## config.mk

```make
export PLATFORM = sky130hd
export DESIGN_NAME = cc_branch_unit
export DESIGN_NICKNAME = d
export VERILOG_FILES = /design/src/rtl/cc_branch_unit.sv
export SDC_FILE = /design/constraint.sdc
export NUM_CORES = 1
export LEC_CHECK = 0
export ABC_AREA = 1
export CAP_MARGIN = 20
export CORE_ASPECT_RATIO = 0.7
export CORE_MARGIN = 5
export CORE_UTILIZATION = 51
export CTS_BUF_LIST = sky130_fd_sc_hd__clkbuf_4
export CTS_CLUSTER_DIAMETER = 200
export DETAILED_ROUTE_END_ITERATION = 6
export PLACE_DENSITY = 0.95
export SETUP_SLACK_MARGIN = 0.5
export SLEW_MARGIN = 15
export SYNTH_ARGS = -nofsm -noshare
export SYNTH_HDL_FRONTEND = slang
export SYNTH_SLANG_ARGS = --single-unit
```

## constraint.sdc

```tcl
create_clock -name CLK -period 2.9 [get_ports CLK]
set_input_delay 0.435 -clock CLK [delete_from_list [all_inputs] [get_ports CLK]]
set_output_delay 0.435 -clock CLK [all_outputs]
set_load 0.1 [all_outputs]
```

## src/rtl/cc_branch_unit.sv

```systemverilog
// Condition-code register, branch-enable evaluation and CC save/restore stack.
// Optional macro CC_BYPASS_EN: BEN evaluates against the CC value being loaded in the same cycle.
module cc_branch_unit #(
    parameter int DATA_W      = 16,
    parameter int STACK_DEPTH = 4,
    parameter int CNT_W       = $clog2(STACK_DEPTH + 1)
) (
    input  logic              CLK,
    input  logic              Reset,
    input  logic [DATA_W-1:0] DataBus,
    input  logic [2:0]        IR_11_9,
    input  logic              LD_CC,
    input  logic              LD_PSR_CC,
    input  logic              LD_BEN,
    input  logic              CC_PUSH,
    input  logic              CC_POP,
    output logic [2:0]        CC,
    output logic              BEN,
    output logic [CNT_W-1:0]  STACK_COUNT,
    output logic              STACK_FULL,
    output logic              STACK_EMPTY,
    output logic              STACK_ERR
);

    logic [2:0]       cc_q, cc_d;
    logic             ben_q, ben_d;
    logic [CNT_W-1:0] count_q, count_d;
    logic             err_q, err_d;
    logic [2:0]       stack_q [STACK_DEPTH];
    logic [2:0]       stack_d [STACK_DEPTH];

    logic [2:0] flags;
    logic [2:0] stack_top;
    logic [2:0] cc_src;
    logic       stack_full, stack_empty;
    logic       push_ok, pop_ok, err_set;

    assign stack_full  = (count_q == CNT_W'(STACK_DEPTH));
    assign stack_empty = (count_q == '0);

    // One-hot N/Z/P derived from the bus; zero test takes precedence over sign.
    always_comb begin
        flags = 3'b001;
        if (DataBus == '0)
            flags = 3'b010;
        else if (DataBus[DATA_W-1])
            flags = 3'b100;
    end

    always_comb begin
        stack_top = 3'b010;
        for (int i = 0; i < STACK_DEPTH; i++) begin
            if (count_q == CNT_W'(i + 1))
                stack_top = stack_q[i];
        end
    end

    // Simultaneous push and pop is treated as a protocol error and neither happens.
    assign push_ok = CC_PUSH & ~CC_POP & ~stack_full;
    assign pop_ok  = CC_POP & ~CC_PUSH & ~stack_empty;
    assign err_set = (CC_PUSH & CC_POP) | (CC_PUSH & stack_full) | (CC_POP & stack_empty);

    always_comb begin
        cc_d = cc_q;
        if (pop_ok)
            cc_d = stack_top;
        else if (LD_PSR_CC)
            cc_d = DataBus[2:0];
        else if (LD_CC)
            cc_d = flags;
    end

`ifdef CC_BYPASS_EN
    assign cc_src = cc_d;
`else
    assign cc_src = cc_q;
`endif

    always_comb begin
        ben_d = ben_q;
        if (LD_BEN)
            ben_d = |(IR_11_9 & cc_src);
    end

    always_comb begin
        count_d = count_q;
        if (push_ok)
            count_d = count_q + CNT_W'(1);
        else if (pop_ok)
            count_d = count_q - CNT_W'(1);
    end

    assign err_d = err_q | err_set;

    // Push stores the pre-edge CC into the slot just above the current top.
    always_comb begin
        for (int i = 0; i < STACK_DEPTH; i++) begin
            stack_d[i] = stack_q[i];
            if (push_ok && (count_q == CNT_W'(i)))
                stack_d[i] = cc_q;
        end
    end

    always_ff @(posedge CLK) begin
        if (Reset) begin
            cc_q    <= 3'b010;
            ben_q   <= 1'b0;
            count_q <= '0;
            err_q   <= 1'b0;
        end else begin
            cc_q    <= cc_d;
            ben_q   <= ben_d;
            count_q <= count_d;
            err_q   <= err_d;
        end
    end

    // Stack contents are don't-care after reset; the count alone defines validity.
    always_ff @(posedge CLK) begin
        for (int i = 0; i < STACK_DEPTH; i++)
            stack_q[i] <= stack_d[i];
    end

    assign CC          = cc_q;
    assign BEN         = ben_q;
    assign STACK_COUNT = count_q;
    assign STACK_FULL  = stack_full;
    assign STACK_EMPTY = stack_empty;
    assign STACK_ERR   = err_q;

endmodule

```

==> run summary <==
Routability Congestion: 0.869
Routed Antenna Nets: 0
IO Count: 36
IO Port Bufs: 35
GRT Util Overall: 19.0%
most frequent cell after synthesis: nand2_1
share of the synthesized area in the top cell type: 31.0%
Syn-to-layout area delta: 33.0%
dominant cell type by area after synthesis: edfxtp_1
Slew @ Worst Pin: 0.522 ns
Die X-Extent: 67.0 um
Post CTS Setup Buffer Count: 0
critical path buffer and inverter count: 3
Worst slew margin: 65.2%
number of max-cap violations: 0
Layout Nets: 214
post_cts resized: 0
CTS root buf: clkbuf_4
synth unique cells: 24
crit-path leading delay family: buffers and inverters
synthesized netlist cell count: 143
CP Launch Type: flop
CP max-delay cell: dfxtp_2
most used routing layer: met2
Fin. Hold Viols: 0
# diodes: 0
Final period util: 70.8%
GRT Residual Overflow: 0
drt initial violations: 56
most frequent CP cell: inv_1
clock tree buffer depth: 2
PD cells: 709 nW/um2
initial antenna violation count: 0
Die Ht: 49.9 um
Seq cells post-synth: 20
Die ar.: 3350 um2
routed vias: 1064
Peak VDD IR: 0.547 mV
async set or reset register ratio after synthesis: 0%
synth top area cells: edfxtp_1 31%, dfxtp_1 14%, nand2_1 13%
H-tree Lvls: 1
CP Capture Type: output pin
grt met2 use: 32.3%
post-layout worst setup margin: 0.846 ns
clk_lat worst skew: 0.30 ns
DRT Pass-1 Iters: 4
layout cells sized above 1: 14.9%
synth warn: 0
top cells by count, synth: 39 x nand2_1, 26 x nor2_1, 15 x inv_1
Hold Crit Class: flop to flop
core area: 2150 um2
CTS Sinks: 20
Top FF cell, synth: edfxtp_1
first-pass GRT wire length: 4780 um
Routed WL: 2910 um
Post-CTS Hold Fix Bufs: 0
worst path cell trace: inv_1 > ha_1 > nand2_4 > inv_1 > buf_4
clk_skew: 0.00891 ns
largest net degree at the start of global routing: 12
P_leak: 0.000682 uW
CP peak stage delay: 0.36 ns
setup TNS: 0 ns
fin crit period: 2.05 ns
CP Data Required Time: 2.47 ns
register area share after synthesis: 44.8%
final setup fails: 0
CTS Buf Count: 3
crit-path max FO: 8
post-DR wirelength/cell: 13.7 um
number of global-route vias before repair: 1025
met1 usage: 23.0%
Syn Nets: 175
Max Freq: 487 MHz
RSZ-0062 raised after global routing: false
CTS tree: yes
Post-synth EDFFs: 12
Worst-path clk slew: 0.10 ns
Mean Syn Cell Area: 8.12 um2
num rows: 14
CP arrival: 1.62 ns
number of vias per cell: 5.00
critical path class: flop to output pin
# DRC: 0
global-route met3 utilization: 6.14%
Mapped Area: 1160 um2
DPL Wire Length: 2440 um
final count of pins violating max slew: 0
status: completed
starting density of the core: 53.9%
Setup Slack @ Placement: 0.950 ns
## registers in the layout, summed over array words and instances (netlist names)
register and flops:
BEN 1, STACK_COUNT 3, STACK_ERR 1, CC 3, stack_q 12
## metal layers
metal	share of wire, %	vias to the layer above
met1	39	465
met4	2.0	0
met3	9.9	10
li1	-	534
met2	49	55
met5	0	-
## power by group
part	switching, uW	internal, uW	total [uW]
Clock	83.8	50.1	134
Sequential	44.6	340	384
Combinational	418	158	576
Total	546	548	1090
## worst paths after layout
check	startpoint	endpoint	slack, ns	cells past startpoint
max	STACK_COUNT[0]$_SDFFE_PP0P_	STACK_FULL	0.85	5
min	STACK_ERR$_SDFF_PP0_	STACK_ERR$_SDFF_PP0_	0.46	2
max reg2reg	STACK_COUNT[0]$_SDFFE_PP0P_	stack_q[1][1]$_DFFE_PP_	1.09	5
min reg2reg	STACK_ERR$_SDFF_PP0_	STACK_ERR$_SDFF_PP0_	0.46	2
## logic make-up after synthesis
| group | count (synthesis) | share of synthesized area [%] |
|---|---|---|
| AOI/OAI and AO/OA | 20 | 9.27 |
| xor gates and xnor gates | 1 | 0.754 |
| adders and majority gates | 6 | 6.47 |
| buffers and inverters | 19 | 7.22 |
| DFF | 20 | 44.8 |
| and+or+nand+nor | 77 | 31.5 |
## cell usage in the layout (no fill, tap or decap), types with 2 or more instances in the layout
cell             instances
a21oi_1                  9
buf_4                   10
clkbuf_4                 3
clkdlybuf4s50_1         25
dfxtp_1                  6
dfxtp_2                  2
edfxtp_1                12
ha_1                     6
inv_1                   15
inv_2                    2
nand2_1                 39
nand2_4                  3
nand3_1                  2
nor2_1                  26
nor2_4                   2
o21ai_0                  5
o21ai_1                  3
## layout make-up
type                    instances  area, um2
clock buffers                   3       22.5
clock inverters                 1       3.75
fillers                       162        611
inverters                      18       72.6
multi-input cells             104        557
flip-flops and latches         20        523
well taps                      32       40.0
repair buffers                 35        325
## worst min-delay path, delay by kind of cell, from the launching register on
family / cells / cell delay (ns)
flops: 1 / 0.32
buf+inv: 1 / 0.05
compound gates: 1 / 0.05
## metrics by stage
step	instances	util, %	power [uW]	hold WS [ns]	cell area (um2)
2_1_floorplan	143	-	819	0.497	1160
3_3_place_gp	209	70.4	940	0.442	1520
3_5_place_dp	209	70.4	965	0.451	1520
4_1_cts	213	71.7	1090	0.465	1540
5_1_grt	213	71.7	1150	0.493	1540
6_report	213	71.7	1090	0.462	1540
Note: power is estimated with default switching activity, not from simulation.
